### src/rtl/serial_mag_comp.sv
// Bit-serial unsigned magnitude comparator, MSB first.
// Registered equal/greater/less results with a one-cycle done pulse.
module serial_mag_comp #(
    parameter int WIDTH      = 4,
    parameter bit EARLY_EXIT = 1'b0
) (
    input  logic             clk,
    input  logic             rst_n,
    input  logic             start,
    input  logic [WIDTH-1:0] a,
    input  logic [WIDTH-1:0] b,
    output logic             busy,
    output logic             done,
    output logic             equal,
    output logic             greater,
    output logic             less
);

    localparam int CW = (WIDTH > 1) ? $clog2(WIDTH) : 1;
    localparam logic [CW-1:0] CNT_INIT = CW'(WIDTH - 1);

    typedef enum logic [1:0] {
        IDLE  = 2'd0,
        SHIFT = 2'd1,
        DONE  = 2'd2
    } state_t;

    state_t           state_q, state_d;
    logic [WIDTH-1:0] sa_q, sa_d;
    logic [WIDTH-1:0] sb_q, sb_d;
    logic [CW-1:0]    cnt_q, cnt_d;
    logic             gt_q, gt_d;
    logic             lt_q, lt_d;
    logic             busy_q, busy_d;
    logic             done_q, done_d;
    logic             eq_q, eq_d;
    logic             greater_q, greater_d;
    logic             less_q, less_d;

    logic ready;
    logic accept;
    logic bit_a;
    logic bit_b;
    logic decided;
    logic gt_now;
    logic lt_now;
    logic last;

    always_comb begin
        ready   = (state_q == IDLE) || (state_q == DONE);
        accept  = ready && start;
        bit_a   = sa_q[WIDTH-1];
        bit_b   = sb_q[WIDTH-1];
        decided = gt_q || lt_q;
        // Only the first differing bit decides the result.
        gt_now  = gt_q || (!decided && bit_a && !bit_b);
        lt_now  = lt_q || (!decided && !bit_a && bit_b);
        last    = (cnt_q == '0) || (EARLY_EXIT && (gt_now || lt_now));

        state_d   = state_q;
        sa_d      = sa_q;
        sb_d      = sb_q;
        cnt_d     = cnt_q;
        gt_d      = gt_q;
        lt_d      = lt_q;
        eq_d      = eq_q;
        greater_d = greater_q;
        less_d    = less_q;

        case (state_q)
            IDLE, DONE: begin
                if (accept) begin
                    state_d   = SHIFT;
                    sa_d      = a;
                    sb_d      = b;
                    cnt_d     = CNT_INIT;
                    gt_d      = 1'b0;
                    lt_d      = 1'b0;
                    eq_d      = 1'b0;
                    greater_d = 1'b0;
                    less_d    = 1'b0;
                end else begin
                    state_d = IDLE;
                end
            end
            SHIFT: begin
                sa_d  = sa_q << 1;
                sb_d  = sb_q << 1;
                cnt_d = cnt_q - CW'(1);
                gt_d  = gt_now;
                lt_d  = lt_now;
                if (last) begin
                    state_d   = DONE;
                    greater_d = gt_now;
                    less_d    = lt_now;
                    eq_d      = !(gt_now || lt_now);
                end
            end
            default: state_d = IDLE;
        endcase

        busy_d = (state_d == SHIFT);
        done_d = (state_d == DONE);
    end

    always_ff @(posedge clk) begin
        if (!rst_n) begin
            state_q   <= IDLE;
            sa_q      <= '0;
            sb_q      <= '0;
            cnt_q     <= '0;
            gt_q      <= 1'b0;
            lt_q      <= 1'b0;
            busy_q    <= 1'b0;
            done_q    <= 1'b0;
            eq_q      <= 1'b0;
            greater_q <= 1'b0;
            less_q    <= 1'b0;
        end else begin
            state_q   <= state_d;
            sa_q      <= sa_d;
            sb_q      <= sb_d;
            cnt_q     <= cnt_d;
            gt_q      <= gt_d;
            lt_q      <= lt_d;
            busy_q    <= busy_d;
            done_q    <= done_d;
            eq_q      <= eq_d;
            greater_q <= greater_d;
            less_q    <= less_d;
        end
    end

    assign busy    = busy_q;
    assign done    = done_q;
    assign equal   = eq_q;
    assign greater = greater_q;
    assign less    = less_q;

endmodule

### config.mk
export PLATFORM = sky130hd
export DESIGN_NAME = serial_mag_comp
export DESIGN_NICKNAME = d
export VERILOG_FILES = /design/src/rtl/serial_mag_comp.sv
export SDC_FILE = /design/constraint.sdc
export NUM_CORES = 1
export LEC_CHECK = 0
export CAP_MARGIN = 30
export CELL_PAD_IN_SITES_DETAIL_PLACEMENT = 0
export CELL_PAD_IN_SITES_GLOBAL_PLACEMENT = 1
export CORE_ASPECT_RATIO = 0.8
export CORE_MARGIN = 4
export CORE_UTILIZATION = 25
export DETAILED_ROUTE_END_ITERATION = 10
export GPL_ROUTABILITY_DRIVEN = 0
export PLACE_DENSITY_LB_ADDON = 0.1
export SYNTH_ARGS = -nofsm -noshare
export SYNTH_HDL_FRONTEND = slang
export SYNTH_SLANG_ARGS = --single-unit
### constraint.sdc
create_clock -name clk -period 2.8 [get_ports clk]
set_input_delay 0.7 -clock clk [delete_from_list [all_inputs] [get_ports clk]]
set_output_delay 0.7 -clock clk [all_outputs]
set_load 0.01 [all_outputs]
==> impl_table.tex, run 1 <==
\begin{tabular}{lr}
\hline
Metric & Value \\
\hline
\multicolumn{2}{l}{\textbf{Run status}} \\
\quad Outcome & finished, final reports clean \\
\multicolumn{2}{l}{\textbf{Setup path}} \\
\quad Largest driver fanout on the critical path & 9 \\
\quad Start point of the critical path & start \\
\quad Data required, critical path & a little under 3 ns \\
\quad Worst endpoint data arrival time & about 2.0 ns \\
\quad Delay contributed by the slowest stage of the critical path & 0.55 ns \\
\quad Kind of end point of the critical path & flop \\
\quad Cell with the biggest individual delay on the critical path & sky130\_fd\_sc\_hd\_\_nor2b\_1 \\
\quad Type of origin of the critical path & input port \\
\quad Cell-by-cell listing of the critical path & clkdlybuf4s50\_1, nor2b\_1, nand2\_1, a31oi\_1 \\
\quad R2r startpoint & state\_q[1] \\
\quad Classification of the worst setup path & in -> reg \\
\multicolumn{2}{l}{\textbf{Drt}} \\
\quad Routed met3 length & 86 um \\
\quad Top sig layer & met4 \\
\quad Average vias per placed instance & 4.539 \\
\quad Met2 Wirelength & 702 um \\
\quad Post-route met1 wirelength & 880 um \\
\quad Total DRC errors in the routed layout & 0 \\
\quad Number of antenna-violating nets in the routed design & 0 \\
\quad Via Count & 640 \\
\quad Detailed Route Iter0 Violations & 52 \\
\quad DRT Pass-1 Iters & 4 \\
\quad Routed len/inst & around 12 um \\
\quad Wire length reported by the detailed router & $\sim$1700 um \\
\multicolumn{2}{l}{\textbf{Clock network}} \\
\quad Count of instances resized after the clock tree is built & 0 \\
\quad Root buffer selected by CTS & sky130\_fd\_sc\_hd\_\_clkbuf\_8 \\
\quad Clock sink count & 19 \\
\quad Maximum level of the CTS H-tree & 1 \\
\quad Maximum root-to-sink buffer count & 2 \\
\quad Buffer count from post-CTS setup fixing & 0 \\
\quad Clock transition at the registers of the reported paths & roughly 0.070 ns \\
\quad Source-to-sink clock delay at the later pin of the worst-skew pair & 0.26 ns \\
\quad Clock tree from TritonCTS & built \\
\quad \# hold bufs at CTS & 0 \\
\quad Number of buffers created by CTS & 3 \\
\multicolumn{2}{l}{\textbf{STA}} \\
\quad Peak Freq & roughly 540 MHz \\
\quad Final Hold Viols & 0 \\
\quad Clock Skews & $\sim$0.0025 ns \\
\quad Period minus WS final & between 1.5 and 2 ns \\
\quad RSZ-0062 raised after global routing & false \\
\quad Fin Setup TNS & 0 ns \\
\quad Ratio of final minimum period to clock period & 0.6645 \\
\quad Slew at the pin with the worst max-slew slack & 0.6633 ns \\
\quad Worst slew slack as a fraction of its limit & 0.5569 \\
\quad Count of endpoints failing setup in the final report & 0 \\
\quad Total count of max-transition violations in the final report & 0 \\
\multicolumn{2}{l}{\textbf{Placed design}} \\
\quad Port buffer count & 15 \\
\quad Half-perimeter wire length of the detailed placement result & $\sim$1100 um \\
\quad Placed Instances & between 100 and 150 \\
\multicolumn{2}{l}{\textbf{Yosys}} \\
\quad Mean instance size in the synthesized netlist & $\sim$8.7 um2 \\
\quad Area fraction in compound gates after synthesis & 0.1834 \\
\quad Main area contributors after synthesis & sky130\_fd\_sc\_hd\_\_dfxtp\_1 48\%, sky130\_fd\_sc\_hd\_\_nand2\_1 7.7\%, sky130\_fd\_sc\_hd\_\_o21ai\_0 6.4\% \\
\quad Register area share after synthesis & 0.4848 \\
\quad Xor/xnor cell area share of the yosys netlist & 0.01116 \\
\quad Adder and majority cell fraction of the synthesized area & 0.01595 \\
\quad Distinct cell type count after synthesis & 24 \\
\quad Cell type contributing the most total cell area after synthesis & sky130\_fd\_sc\_hd\_\_dfxtp\_1 \\
\quad Net count after synthesis & between 100 and 150 \\
\quad Simple-gate share of the synthesized area & 0.2281 \\
\quad Multiplexer area fraction after synthesis & 0 \\
\quad Count of mapped cells out of synthesis & 90 \\
\quad Largest family of logic cells by synthesized area & simple AND/OR/NAND/NOR gates \\
\quad Mapped cell area & between 700 and 800 um2 \\
\quad Top-area cell type share of the netlist area & 0.4848 \\
\quad Total of flip-flops plus latches after synthesis & 19 \\
\quad Count of warnings emitted by yosys & 0 \\
\multicolumn{2}{l}{\textbf{Die}} \\
\quad Number of placement rows & 17 \\
\quad Die boundary width & about 71 um \\
\quad Placeable core area & roughly 0.0029 mm2 \\
\quad Height of the die & slightly below 60 um \\
\quad Die footprint & around 0.0041 mm2 \\
\quad Initial Utilization & 0.2732 \\
\quad I/O pin count & 16 \\
\multicolumn{2}{l}{\textbf{GRT}} \\
\quad Aggregate global-route resource usage & 0.09592 \\
\quad Residual overflow from global routing & 0 \\
\quad Global-route wire length before repair & $\sim$3000 um \\
\quad Via count of the first global-routing pass & 648 \\
\quad Number of antenna violations at the first check in global routing & 0 \\
\quad Pin count of the biggest net entering global routing & 20 \\
\multicolumn{2}{l}{\textbf{Pwr}} \\
\quad Maximum ir drop on the vdd rail & around 0.00023 V \\
\quad Pwr Total & slightly below 0.6 mW \\
\quad Switching power share of the total & 0.2556 \\
\quad Share of power burned in registers & 0.517 \\
\quad Part of the total power dissipated in the clock network & 0.327 \\
\quad Internal power & about 0.44 mW \\
\quad Power per cell area & between 500 and 600 mW/mm2 \\
\quad Fraction of power consumed by combinational cells & 0.156 \\
\quad Net switching power figure & between 0.1 and 0.15 mW \\
\quad Leakage component of the power & between 0.3 and 0.4 nW \\
\multicolumn{2}{l}{\textbf{Hold path}} \\
\quad Worst Hold Class & reg -> reg \\
\quad Hold path startpoint & sb\_q[0] \\
\multicolumn{2}{l}{\textbf{Cells and area}} \\
\quad Share of post-route cells with drive strength above 1 & 0.05825 \\
\quad Final net count & about 120 \\
\quad Synthesis-to-layout area growth & 25.20\% \\
\quad Fillers & $\sim$320 \\
\quad Count of inserted antenna diode cells & 0 \\
\quad Layout Cells excl Fill & $\sim$140 \\
\multicolumn{2}{l}{\textbf{Flow run}} \\
\quad Number of max-capacitance violations reported & 0 \\
\hline
\end{tabular}
## cells by family (layout without fill, tap and decap cells)
group                      after synthesis  after routing
buffers and inverters                   10             23
DFF                                     19             19
and+or+nand+nor                         36             36
xor gates and xnor gates                 1              1
adders and majority gates                1              1
AOI/OAI and AO/OA                       23             23
## layer usage
layer	global-route usage	vias up
met1	0.1228	290
met3	0.04506	5
met5	0	-
li1	-	334
met4	0.04826	0
met2	0.1347	11
## path summary, 6_finish.rpt
| kind | to | slack [ns] | cells after the start |
|---|---|---|---|
| hold / removal | sb_q[0] | 0.46 | 2 |
| setup reg to reg | state_q[0] | 1.50 | 3 |
| setup / recovery | sb_q[2] | 0.94 | 4 |
| hold reg to reg | sb_q[0] | 0.46 | 2 |
## synthesized netlist by cell type (all sizes together)
library cell	count
o22ai	3
buf	6
nor2b	2
a31oi	7
o21ai	10
or3	1
nor3b	2
a21boi	2
and2	2
inv	4
and3b	1
ha	1
nand2	17
dfxtp	19
nor2	2
nand2b	2
nand3	7
o311a	1
xor2	1
## per-stage QoR
step | hold WS (ns) | area [um2] | setup WS [ns] | util
floorplan | 0.4435 | 784.5 | 1.454 | -
global placement | 0.4534 | 937.1 | 0.6783 | 0.3264
detailed placement | 0.4545 | 937.1 | 0.6523 | 0.3264
CTS | 0.4647 | 982.2 | 0.9217 | 0.3420
global route | 0.4911 | 982.2 | 0.8110 | 0.3420
finish | 0.4624 | 982.2 | 0.9393 | 0.3420
## power by group through the flow
stage | registers [mW] | clock network [mW] | logic (mW)
after floorplan | 0.308 | 0 | 0.0630
after global routing | 0.306 | 0.213 | 0.103
after detailed placement | 0.309 | 0 | 0.0914
after global placement | 0.309 | 0 | 0.0937
after CTS | 0.303 | 0.201 | 0.0925
final | 0.303 | 0.191 | 0.0912
## worst max-delay path, delay by kind of cell
kind                   cells  cell delay, ns
and+or+nand+nor            2            0.66
buffers and inverters      1            0.48
AOI/OAI and AO/OA          1            0.19
## cells in the final DEF, fill, tap and decap left out, drive strengths merged
cell type and count:
and3b 1, inv 4, nor2b 2, clkdlybuf4s50 15
o22ai 3, nand2b 2, nand2 17, o311a 1
o21ai 10, a31oi 7, nand3 7, xor2 1
nor2 2, dfxtp 19, and2 2, ha 1
clkbuf 4, or3 1, a21boi 2, nor3b 2
## sequential cells by signal (all words and copies together) (netlist names)
register	cells
equal	1
greater	1
less	1
gt_q	1
cnt_q	2
sa_q	4
sb_q	4
lt_q	1
busy	1
done	1
state_q	2
## area by class of cell
class	count	area, um2	area share
Sequential cell	19	380.4	0.3873
Multi-Input combinational cell	61	344.1	0.3503
Timing Repair Buffer	15	150.1	0.1529
Tap cell	38	47.55	0.04841
Clock buffer	4	45.04	0.04586
Inverter	4	15.01	0.01529
No activity file was read; power rests on OpenSTA's default activity.
==> run 2: changes to the inputs <==
clock period = 1.64 ns   (was 2.8 ns; I/O delays follow)
==> run 2 against run 1 <==
Design area grew 4.5%. Sequential share of layout area shrank 1.7 points. Die area is the same.
==> impl_table.tex, run 2 (same netlist as run 1, synthesis figures left out) <==
\begin{tabular}{lr}
\hline
Metric & Value \\
\hline
\multicolumn{2}{l}{\textbf{Clock network}} \\
\quad Root buffer selected by CTS & sky130\_fd\_sc\_hd\_\_clkbuf\_8 \\
\quad \# hold bufs at CTS & 0 (unchanged) \\
\quad Clock tree from TritonCTS & built \\
\quad Count of instances resized after the clock tree is built & 0 (unchanged) \\
\quad Maximum level of the CTS H-tree & 1 (unchanged) \\
\quad Number of buffers created by CTS & 3 (unchanged) \\
\quad Clock transition at the registers of the reported paths & 0.07 ns (about the same) \\
\quad Maximum root-to-sink buffer count & 2 (unchanged) \\
\quad Clock sink count & 19 (unchanged) \\
\quad Source-to-sink clock delay at the later pin of the worst-skew pair & 0.25 ns (about the same) \\
\quad Buffer count from post-CTS setup fixing & 0 (unchanged) \\
\multicolumn{2}{l}{\textbf{Setup path}} \\
\quad Worst endpoint data arrival time & 1.12 ns (-0.92 ns) \\
\quad Data required, critical path & 1.23 ns (-1.75 ns) \\
\quad Register-to-Register Setup Slack & 0.36 ns (-1.14 ns) \\
\quad Classification of the worst setup path & reg -> out \\
\quad Endpoint of the worst-slack reg-to-reg timing path & busy \\
\quad Largest driver fanout on the critical path & 2 (-7) \\
\quad Cell-by-cell listing of the critical path & clkdlybuf4s50\_1 \\
\quad Kind of cell adding the most delay to the critical path & buffers and inverters \\
\quad Buffers plus inverters on the worst setup path & 1 (unchanged) \\
\quad R2r startpoint & state\_q[1] \\
\quad Kind of end point of the critical path & primary output \\
\quad Delay contributed by the slowest stage of the critical path & 0.53 ns (-0.02 ns) \\
\quad Type of origin of the critical path & flop \\
\quad Cell with the biggest individual delay on the critical path & sky130\_fd\_sc\_hd\_\_clkdlybuf4s50\_1 \\
\quad Cell count of the worst reg-to-reg path & 3 (unchanged) \\
\multicolumn{2}{l}{\textbf{Drt}} \\
\quad Detailed Route Iter0 Violations & 32 (-38\%) \\
\quad Wire length reported by the detailed router & 1636 um (-4.2\%) \\
\quad Via Count & 656 (+2.5\%) \\
\quad Routed len/inst & 11.28 um (-6.8\%) \\
\quad Total DRC errors in the routed layout & 0 (unchanged) \\
\quad Average vias per placed instance & 4.524 (-0.33\%) \\
\quad DRT Pass-1 Iters & 4 (unchanged) \\
\quad Number of antenna-violating nets in the routed design & 0 (unchanged) \\
\multicolumn{2}{l}{\textbf{Placed design}} \\
\quad Pre-CTS setup slack & 0.09680 ns (-0.5555 ns) \\
\quad Half-perimeter wire length of the detailed placement result & 1195 um (+4.2\%) \\
\quad Port buffer count & 15 (unchanged) \\
\quad Placed inst area & 979.7 um2 (+4.5\%) \\
\multicolumn{2}{l}{\textbf{Cells and area}} \\
\quad Final net count & 120 (+3.4\%) \\
\quad Leading cell type in the layout, fill and taps excluded & sky130\_fd\_sc\_hd\_\_dfxtp\_1 \\
\quad Synthesis-to-layout area growth & 30.78\% \\
\quad Most used cells in the layout excluding fill and tap cells & 19 x sky130\_fd\_sc\_hd\_\_dfxtp\_1, 16 x sky130\_fd\_sc\_hd\_\_nand2\_1, 15 x sky130\_fd\_sc\_hd\_\_clkdlybuf4s50\_1 \\
\quad Share of post-route cells with drive strength above 1 & 0.1028 (+0.04455) \\
\quad Top Registers & sa\_q (4), sb\_q (4) \\
\quad Final standard cell area without fillers & 0.001026 mm2 (+4.5\%) \\
\quad Count of inserted antenna diode cells & 0 (unchanged) \\
\multicolumn{2}{l}{\textbf{STA}} \\
\quad Fin Setup TNS & 0 ns (unchanged) \\
\quad Final hold slack & 0.4659 ns (+0.003555 ns) \\
\quad Peak Freq & 652.9 MHz \\
\quad Final Hold Viols & 0 (unchanged) \\
\quad Count of endpoints failing setup in the final report & 0 (unchanged) \\
\quad PnR worst setup slack & 0.1084 ns (-0.8310 ns) \\
\quad RSZ-0062 raised after global routing & false \\
\quad Period minus WS final & 1.532 ns \\
\quad Clock Skews & 0.003760 ns (+0.001295 ns) \\
\quad Total count of max-transition violations in the final report & 0 (unchanged) \\
\quad Slew at the pin with the worst max-slew slack & 0.5434 ns (-0.1199 ns) \\
\quad Ratio of final minimum period to clock period & 0.9339 \\
\quad Worst slew slack as a fraction of its limit & 0.6378 (+0.08084) \\
\multicolumn{2}{l}{\textbf{Die}} \\
\quad Placeable core area & 0.002872 mm2 (unchanged) \\
\quad I/O pin count & 16 (unchanged) \\
\quad Number of placement rows & 17 (unchanged) \\
\quad Die footprint & 0.004104 mm2 (unchanged) \\
\quad Height of the die & 58.11 um (unchanged) \\
\quad Initial Utilization & 0.2732 (unchanged) \\
\quad Die boundary width & 70.63 um (unchanged) \\
\multicolumn{2}{l}{\textbf{GRT}} \\
\quad Residual overflow from global routing & 0 (unchanged) \\
\quad Via count of the first global-routing pass & 632 (-2.5\%) \\
\quad Aggregate global-route resource usage & 0.08832 (-0.007594) \\
\quad Global-route wire length before repair & 2842 um (-5.7\%) \\
\quad Pin count of the biggest net entering global routing & 20 (unchanged) \\
\quad Number of antenna violations at the first check in global routing & 0 (unchanged) \\
\multicolumn{2}{l}{\textbf{Hold path}} \\
\quad End of the worst hold path & sa\_q[0] \\
\quad Hold path startpoint & sa\_q[0] \\
\quad Cell depth of the worst min-delay path & 2 (unchanged) \\
\quad Worst Hold Class & reg -> reg \\
\multicolumn{2}{l}{\textbf{Flow run}} \\
\quad Number of max-capacitance violations reported & 0 (unchanged) \\
\multicolumn{2}{l}{\textbf{Pwr}} \\
\quad Power per cell area & 978.7 mW/mm2 (+64\%) \\
\quad Maximum ir drop on the vdd rail & 0.0005747 V (+150\%) \\
\quad Pwr Total & 1.004 mW (+71\%) \\
\quad Leakage component of the power & 0.4016 nW (+7.0\%) \\
\multicolumn{2}{l}{\textbf{Run status}} \\
\quad Outcome & finished, final reports clean \\
\hline
\end{tabular}
run 2: cell count changes in the layout (fill, tap and decap cells not counted), sizes merged:
cell    previous run  this run
clkbuf             4         3
buf                0         4
clkinv             0         1
run 2: final cells by class:
class                   count  area, um2
fillers                   315       1846
repair buffers             19      192.7
clock inverters             1      5.005
flip-flops and latches     19      380.4
clock buffers               3      41.29
well taps                  38      47.55
multi-input cells          61      344.1
inverters                   4      15.01
run 2: worst max path at each step:
stage | startpoint | end | depth (start not counted)
floorplan | start | cnt_q[1] | 3
global placement | start | cnt_q[1] | 4
detailed placement | start | cnt_q[1] | 4
CTS | less | less | 1
global route | less | less | 1
finish | less | less | 1
run 2: per-layer routing:
metal  vias to the layer above  global-route usage  wire (um)
met2                        12              0.1280        676
met3                         2             0.04679         84
met4                         0             0.02413         12
met1                       298              0.1147        862
met5                         -                   0          0
li1                        344                   -          -
run 2: power breakdown:
| group | switching, mW | total [mW] | internal (mW) |
|---|---|---|---|
| clock | 0.149 | 0.317 | 0.169 |
| combinational | 0.0832 | 0.169 | 0.0861 |
| sequential | 0.0203 | 0.518 | 0.497 |
run 2: per-stage QoR:
stage               cells  utilization
floorplan              90            -
global route          145       0.3573
detailed placement    141       0.3412
global placement      141       0.3412
CTS                   145       0.3573
finish                145       0.3573
run 2: tightest hold or removal path: cells and delay by family (launching register included):
family	cells	cell delay, ns
AND/OR/NAND/NOR	1	0.06
AO/OA/AOI/OAI	1	0.06
flip-flops	1	0.31
